===== src/rtl/inst_decode_if.sv =====
// Fetch-byte and decode-result bundle between fetch, decode and execute.
// "slave" is the decode stage's view; "master" is the fetch/execute side.
interface inst_decode_if #(
  parameter int WORD_W = 16
);
  logic              flush;
  logic              in_valid;
  logic [7:0]        in_byte;
  logic              in_ready;
  logic              out_valid;
  logic              out_ready;
  logic [15:0]       inst;
  logic [WORD_W-1:0] rhs;
  logic              inst_nop;
  logic              inst_out_lo;
  logic              inst_out_hi;
  logic              inst_load;
  logic              inst_add;
  logic              inst_sub;
  logic              inst_and;
  logic              inst_unknown;
  logic              source_imm;
  logic              source_ram;
  logic [7:0]        ram_addr;

  modport slave (
    input  flush, in_valid, in_byte, out_ready,
    output in_ready, out_valid, inst, rhs,
           inst_nop, inst_out_lo, inst_out_hi, inst_load,
           inst_add, inst_sub, inst_and, inst_unknown,
           source_imm, source_ram, ram_addr
  );

  modport master (
    output flush, in_valid, in_byte, out_ready,
    input  in_ready, out_valid, inst, rhs,
           inst_nop, inst_out_lo, inst_out_hi, inst_load,
           inst_add, inst_sub, inst_and, inst_unknown,
           source_imm, source_ram, ram_addr
  );
endinterface


===== src/rtl/inst_decode_stage.sv =====
// Byte-serial instruction decode stage: assembles a 16-bit instruction plus
// optional little-endian operand bytes, then holds the decode for execute.
module inst_decode_stage #(
  parameter int WORD_W     = 16,
  parameter int DATA_BYTES = 1
) (
  input  logic          clk,
  input  logic          rst,
  inst_decode_if.slave  bus
);

  typedef enum logic [1:0] {S_HI, S_LO, S_DATA, S_OUT} state_t;

  localparam logic [2:0] LAST = 3'(DATA_BYTES - 1);

  state_t            state_q, state_d;
  logic [15:0]       inst_q, inst_d;
  logic [WORD_W-1:0] data_q, data_d;
  logic [2:0]        count_q, count_d;
  logic              in_fire;
  logic [2:0]        mode;
  logic [WORD_W-1:0] imm_w;

  assign in_fire = bus.in_valid & bus.in_ready;
  assign mode    = inst_q[10:8];
  assign imm_w   = WORD_W'(inst_q[7:0]);

  always_ff @(posedge clk or posedge rst) begin
    if (rst) begin
      state_q <= S_HI;
      inst_q  <= '0;
      data_q  <= '0;
      count_q <= '0;
    end else begin
      state_q <= state_d;
      inst_q  <= inst_d;
      data_q  <= data_d;
      count_q <= count_d;
    end
  end

  always_comb begin
    state_d = state_q;
    inst_d  = inst_q;
    data_d  = data_q;
    count_d = count_q;
    if (bus.flush) begin
      state_d = S_HI;
      count_d = '0;
    end else begin
      case (state_q)
        S_HI: if (in_fire) begin
          inst_d[15:8] = bus.in_byte;
          state_d      = S_LO;
        end
        S_LO: if (in_fire) begin
          inst_d[7:0] = bus.in_byte;
          // Data fetch depends only on mode, so unknown opcodes keep the stream aligned.
          if (inst_q[15] && (mode == 3'd2 || mode == 3'd3)) begin
            state_d = S_DATA;
            count_d = '0;
            data_d  = '0;
          end else begin
            state_d = S_OUT;
          end
        end
        S_DATA: if (in_fire) begin
          for (int b = 0; b < DATA_BYTES; b++)
            if (count_q == 3'(b)) data_d[8*b +: 8] = bus.in_byte;
          count_d = count_q + 3'd1;
          if (count_q == LAST) state_d = S_OUT;
        end
        S_OUT: if (bus.out_ready) state_d = S_HI;
        default: state_d = S_HI;
      endcase
    end
  end

  always_comb begin
    bus.in_ready     = (state_q != S_OUT) && !rst;
    bus.out_valid    = (state_q == S_OUT);
    bus.inst         = inst_q;
    bus.rhs          = '0;
    bus.inst_nop     = 1'b0;
    bus.inst_out_lo  = 1'b0;
    bus.inst_out_hi  = 1'b0;
    bus.inst_load    = 1'b0;
    bus.inst_add     = 1'b0;
    bus.inst_sub     = 1'b0;
    bus.inst_and     = 1'b0;
    bus.inst_unknown = 1'b0;
    bus.source_imm   = 1'b0;
    bus.source_ram   = 1'b0;
    bus.ram_addr     = '0;
    if (state_q == S_OUT) begin
      if (!inst_q[15]) begin
        case (inst_q[15:8])
          8'h00:   bus.inst_nop     = 1'b1;
          8'h08:   bus.inst_out_lo  = 1'b1;
          8'h09:   bus.inst_out_hi  = 1'b1;
          default: bus.inst_unknown = 1'b1;
        endcase
      end else if (mode > 3'd4 || inst_q[14:11] > 4'd3) begin
        bus.inst_unknown = 1'b1;
      end else begin
        case (inst_q[14:11])
          4'd0:    bus.inst_load = 1'b1;
          4'd1:    bus.inst_add  = 1'b1;
          4'd2:    bus.inst_sub  = 1'b1;
          default: bus.inst_and  = 1'b1;
        endcase
        case (mode)
          3'd0: begin bus.rhs = imm_w;       bus.source_imm = 1'b1; end
          3'd1: begin bus.rhs = imm_w << 8;  bus.source_imm = 1'b1; end
          3'd2: begin bus.rhs = data_q;      bus.source_imm = 1'b1; end
          3'd3: begin bus.rhs = data_q << 8; bus.source_imm = 1'b1; end
          default: begin
            bus.rhs        = imm_w;
            bus.source_ram = 1'b1;
            bus.ram_addr   = inst_q[7:0];
          end
        endcase
      end
    end
  end

endmodule


===== src/flat_wrapper.sv =====
// flat-port wrapper written by rule: the top's interface ports become plain ports
module inst_decode_stage_flat 
#(
  parameter int WORD_W     = 16,
  parameter int DATA_BYTES = 1
)
  (clk, rst, bus_flush, bus_in_valid, bus_in_byte, bus_out_ready, bus_in_ready, bus_out_valid, bus_inst, bus_rhs, bus_inst_nop, bus_inst_out_lo, bus_inst_out_hi, bus_inst_load, bus_inst_add, bus_inst_sub, bus_inst_and, bus_inst_unknown, bus_source_imm, bus_source_ram, bus_ram_addr);
  inst_decode_if #(.WORD_W(WORD_W)) bus_i ();
  input  logic clk;
  input  logic rst;
  input wire logic [$bits(bus_i.flush)-1:0] bus_flush;
  input wire logic [$bits(bus_i.in_valid)-1:0] bus_in_valid;
  input wire logic [$bits(bus_i.in_byte)-1:0] bus_in_byte;
  input wire logic [$bits(bus_i.out_ready)-1:0] bus_out_ready;
  output wire logic [$bits(bus_i.in_ready)-1:0] bus_in_ready;
  output wire logic [$bits(bus_i.out_valid)-1:0] bus_out_valid;
  output wire logic [$bits(bus_i.inst)-1:0] bus_inst;
  output wire logic [$bits(bus_i.rhs)-1:0] bus_rhs;
  output wire logic [$bits(bus_i.inst_nop)-1:0] bus_inst_nop;
  output wire logic [$bits(bus_i.inst_out_lo)-1:0] bus_inst_out_lo;
  output wire logic [$bits(bus_i.inst_out_hi)-1:0] bus_inst_out_hi;
  output wire logic [$bits(bus_i.inst_load)-1:0] bus_inst_load;
  output wire logic [$bits(bus_i.inst_add)-1:0] bus_inst_add;
  output wire logic [$bits(bus_i.inst_sub)-1:0] bus_inst_sub;
  output wire logic [$bits(bus_i.inst_and)-1:0] bus_inst_and;
  output wire logic [$bits(bus_i.inst_unknown)-1:0] bus_inst_unknown;
  output wire logic [$bits(bus_i.source_imm)-1:0] bus_source_imm;
  output wire logic [$bits(bus_i.source_ram)-1:0] bus_source_ram;
  output wire logic [$bits(bus_i.ram_addr)-1:0] bus_ram_addr;
  assign bus_i.flush = bus_flush;
  assign bus_i.in_valid = bus_in_valid;
  assign bus_i.in_byte = bus_in_byte;
  assign bus_i.out_ready = bus_out_ready;
  assign bus_in_ready = bus_i.in_ready;
  assign bus_out_valid = bus_i.out_valid;
  assign bus_inst = bus_i.inst;
  assign bus_rhs = bus_i.rhs;
  assign bus_inst_nop = bus_i.inst_nop;
  assign bus_inst_out_lo = bus_i.inst_out_lo;
  assign bus_inst_out_hi = bus_i.inst_out_hi;
  assign bus_inst_load = bus_i.inst_load;
  assign bus_inst_add = bus_i.inst_add;
  assign bus_inst_sub = bus_i.inst_sub;
  assign bus_inst_and = bus_i.inst_and;
  assign bus_inst_unknown = bus_i.inst_unknown;
  assign bus_source_imm = bus_i.source_imm;
  assign bus_source_ram = bus_i.source_ram;
  assign bus_ram_addr = bus_i.ram_addr;
  inst_decode_stage #(.WORD_W(WORD_W), .DATA_BYTES(DATA_BYTES)) u_core (.clk(clk), .rst(rst), .bus(bus_i));
endmodule

===== config.mk =====
export PLATFORM = sky130hd
export DESIGN_NAME = inst_decode_stage_flat
export DESIGN_NICKNAME = d
export VERILOG_FILES = /design/src/rtl/inst_decode_if.sv /design/src/rtl/inst_decode_stage.sv /design/src/flat_wrapper.sv
export SDC_FILE = /design/constraint.sdc
export NUM_CORES = 1
export LEC_CHECK = 0
export BUFFER_PORTS_ARGS = -buffer_cell sky130_fd_sc_hd__buf_4
export CAP_MARGIN = 20
export CORE_MARGIN = 2
export CORE_UTILIZATION = 30
export CTS_CLUSTER_DIAMETER = 120
export DETAILED_ROUTE_END_ITERATION = 16
export HOLD_SLACK_MARGIN = 0.08
export MAX_ROUTING_LAYER = met4
export PLACE_DENSITY = 0.64
export SLEW_MARGIN = 20
export SYNTH_ARGS = -nofsm -noshare
export SYNTH_HDL_FRONTEND = slang
export SYNTH_SLANG_ARGS = --single-unit

===== constraint.sdc =====
create_clock -name clk -period 5.1 [get_ports clk]
set_input_delay 0.765 -clock clk [delete_from_list [all_inputs] [get_ports clk]]
set_output_delay 0.765 -clock clk [all_outputs]
set_load 0.01 [all_outputs]

==> impl_metrics.env <==
export IMPL_status="finished, final reports clean"
export IMPL_fin_crit_sh=0.6729
export IMPL_drt_initial_drc_count=79
export IMPL_clock_sinks=29
export IMPL_ys_warn_count=0
export IMPL_layout_common_cells="buf_4, nand2_1, dfrtp_1"
export IMPL_cts_resized_gates=0
export IMPL_min_delay_path_depth=2
export IMPL_hold_class="reg2reg"
export IMPL_die_w_um=82.06
export IMPL_drt_pass1_iterations=4
export IMPL_grt_first_pass_wirelength_mm=8.148
export IMPL_synth_cells=212
export IMPL_setup_tns_final_ns=0
export IMPL_async_flop_share=1.000
export IMPL_yosys_area_top_type_share=0.3970
export IMPL_worst_path_buf_inv=1
export IMPL_cts_buffers=5
export IMPL_start_kind="flop"
export IMPL_final_hold_violation_count=0
export IMPL_r2r_setup_slack_ns=2.77
export IMPL_worstReg2RegStart="u_core.state_q[0]"
export IMPL_post_route_min_period_ns=3.432
export IMPL_yosysTopAreaCell="dfrtp_1"
export IMPL_start_util=0.3087
export IMPL_drive_gt1_frac=0.3333
export IMPL_path_class="reg2out"
export IMPL_rows=28
export IMPL_vias=1740
export IMPL_worstSetupEndpointType="output port"
export IMPL_avgSynthCellArea_sq_um=8.623
export IMPL_cts_root_buffer="clkbuf_8"
export IMPL_drtAntennaViolNets=0
export IMPL_antenna_found_initial=0
export IMPL_maxSlewViolCount=0
export IMPL_worstHoldStart="u_core.data_q[2]"
export IMPL_port_buffers=64
export IMPL_hold_buffers=0
export IMPL_worstHoldEndpoint="u_core.data_q[2]"
export IMPL_leakagePower_nw=1.167
export IMPL_crit_path_max_fanout=22
export IMPL_drt_total_wl_mm=5.360
export IMPL_die_area_sq_mm=0.006734
export IMPL_fin_nets=291
export IMPL_synthesis_nets=231
export IMPL_timing_fmax_mhz=291.4
export IMPL_ys_flop_type="dfrtp_1"
export IMPL_cpPeakStageDelay_ns=0.65
export IMPL_skew_ns=0.005305
export IMPL_vias_per_cell=5.000
export IMPL_cts_htree_levels=2
export IMPL_peakVddDrop_mv=0.1615
export IMPL_cap_violations=0
export IMPL_place_congestion=0.8162
export IMPL_gr_total_overflow=0
export IMPL_r2r_end="u_core.state_q[0]"
export IMPL_cts_tree="yes"
export IMPL_crit_path_top_delay_cell="or3_1"
export IMPL_final_common_cell="buf_4"
export IMPL_crit_required_ns=4.34
export IMPL_ios=65
export IMPL_wl_per_cell_um=15.40
export IMPL_dp_hpwl_mm=3.893
export IMPL_setup_viol_count_final=0
export IMPL_syn2layout_area_growth_pct=35.87
export IMPL_placed_cell_area_sq_mm=0.002357
export IMPL_syn_area_sq_mm=0.001828
export IMPL_clk_pin_slew_worst_paths_ns=0.06
export IMPL_clockBufferDepth=2
export IMPL_rsz0062_at_grt="no"
export IMPL_fp_dieH_um=82.06
export IMPL_slew_headroom=0.5028
export IMPL_grt_pass1_vias=1665
export IMPL_synth_edf_count=0
export IMPL_path_delay_family="simple AND/OR/NAND/NOR gates"
export IMPL_drc=0
export IMPL_synth_seq_cells=29
export IMPL_yosysSeqAreaShare=0.3970
export IMPL_diodes=0
export IMPL_fillers=615
export IMPL_design_area_sq_mm=0.002484
export IMPL_powerDensity_mw_per_mm2=469.3
export IMPL_arrival_ns=2.67
export IMPL_crit_chain="o21ai_0 -> nand4_1 -> or3_1 -> a21oi_1 -> buf_4"
export IMPL_synthDistinctLibCells=35
export IMPL_post_cts_buffers=0
export IMPL_ff2ff_path_depth=6
export IMPL_ys_top_cells_by_area="dfrtp_1, mux2_2, nand2_1"
export IMPL_grt_max_degree=30
export IMPL_grt_usage=0.1703
export IMPL_insertion_delay_ns=0.29
export IMPL_worstMarginPinSlew_ns=0.7458
export IMPL_core_sq_mm=0.005921
## metal layers
| metal | vias up | global-route usage | share of wire |
|---|---|---|---|
| li1 | 854 | - | - |
| met1 | 823 | 0.1945 | 0.40 |
| met2 | 55 | 0.2829 | 0.51 |
| met3 | 8 | 0.04725 | 0.069 |
| met4 | 0 | 0.06667 | 0.013 |
| met5 | - | - | 0 |
## power breakdown
part           internal [mW]  switching (mW)
clock network          0.159          0.0936
registers              0.312           0.155
logic                  0.230           0.215
## flip-flops by register name (all words and copies together), names as in the netlist
name             cells
u_core.state_q       2
u_core.bus.inst     16
u_core.count_q       3
u_core.data_q        8
## per-stage QoR
step                power [mW]    util  worst slack, ns  hold WS [ns]  instances
floorplan               0.7260       -            2.719        0.4715        212
global placement        0.9061  0.3981            2.094        0.4955        340
detailed placement      0.9153  0.3981            2.029        0.5028        340
CTS                      1.168  0.4184            1.704        0.5162        348
global route             1.254  0.4195            1.422        0.5434        348
finish                   1.166  0.4195            1.668        0.5085        348
## area by class of cell
type | count | area [sq um] | share of cell area
Multi-Input combinational cell | 162 | 1022 | 0.4116
Sequential cell | 29 | 725.7 | 0.2922
Timing Repair Buffer | 65 | 488.0 | 0.1965
Tap cell | 75 | 93.84 | 0.03778
Clock buffer | 6 | 82.58 | 0.03325
Clock inverter | 2 | 37.54 | 0.01511
Inverter | 9 | 33.78 | 0.01360
## kinds of logic after synthesis
kind of cell             after synthesis  share of synthesized area
AO/OA/AOI/OAI                         42                     0.1444
flip-flops                            29                     0.3970
AND/OR/NAND/NOR                       96                     0.2608
adder cells (fa/ha/maj)                6                    0.04107
multiplexers                          18                     0.1095
buffers and inverters                 21                    0.04723
## synthesized netlist by cell type, types with 2 or more instances
cell       n
a21oi_1   16
nor3_1     5
and3b_1    2
o21ai_0    9
ha_1       6
nor3b_1    3
nor2b_1    3
nor2_1    10
a21o_1     8
mux2_2    16
nand2_1   45
nand4_1    2
and3_1    10
mux2i_1    2
nand2b_1   9
or3_1      2
dfrtp_1   29
inv_1      9
clkbuf_1  10
## worst max-delay path by stage
stage | cells past startpoint | to | start | slack, ns
finish | 5 | bus_rhs[15] | u_core.bus.inst[9] | 1.67
global placement | 5 | bus_rhs[9] | u_core.bus.inst[9] | 2.09
floorplan | 5 | bus_rhs[10] | u_core.state_q[1] | 2.72
global route | 5 | bus_rhs[15] | u_core.bus.inst[9] | 1.42
CTS | 5 | bus_rhs[15] | u_core.bus.inst[9] | 1.70
detailed placement | 5 | bus_rhs[15] | u_core.bus.inst[9] | 2.03
## worst reg2reg max path, cell delays in order (launching register included)
cell      delay (ns)
dfrtp_1         0.37
inv_1           0.09
ha_1            0.43
or3_1           0.44
a222oi_1        0.51
o21ai_1         0.13
a221oi_1        0.26
(Power assumes the default switching activity.)
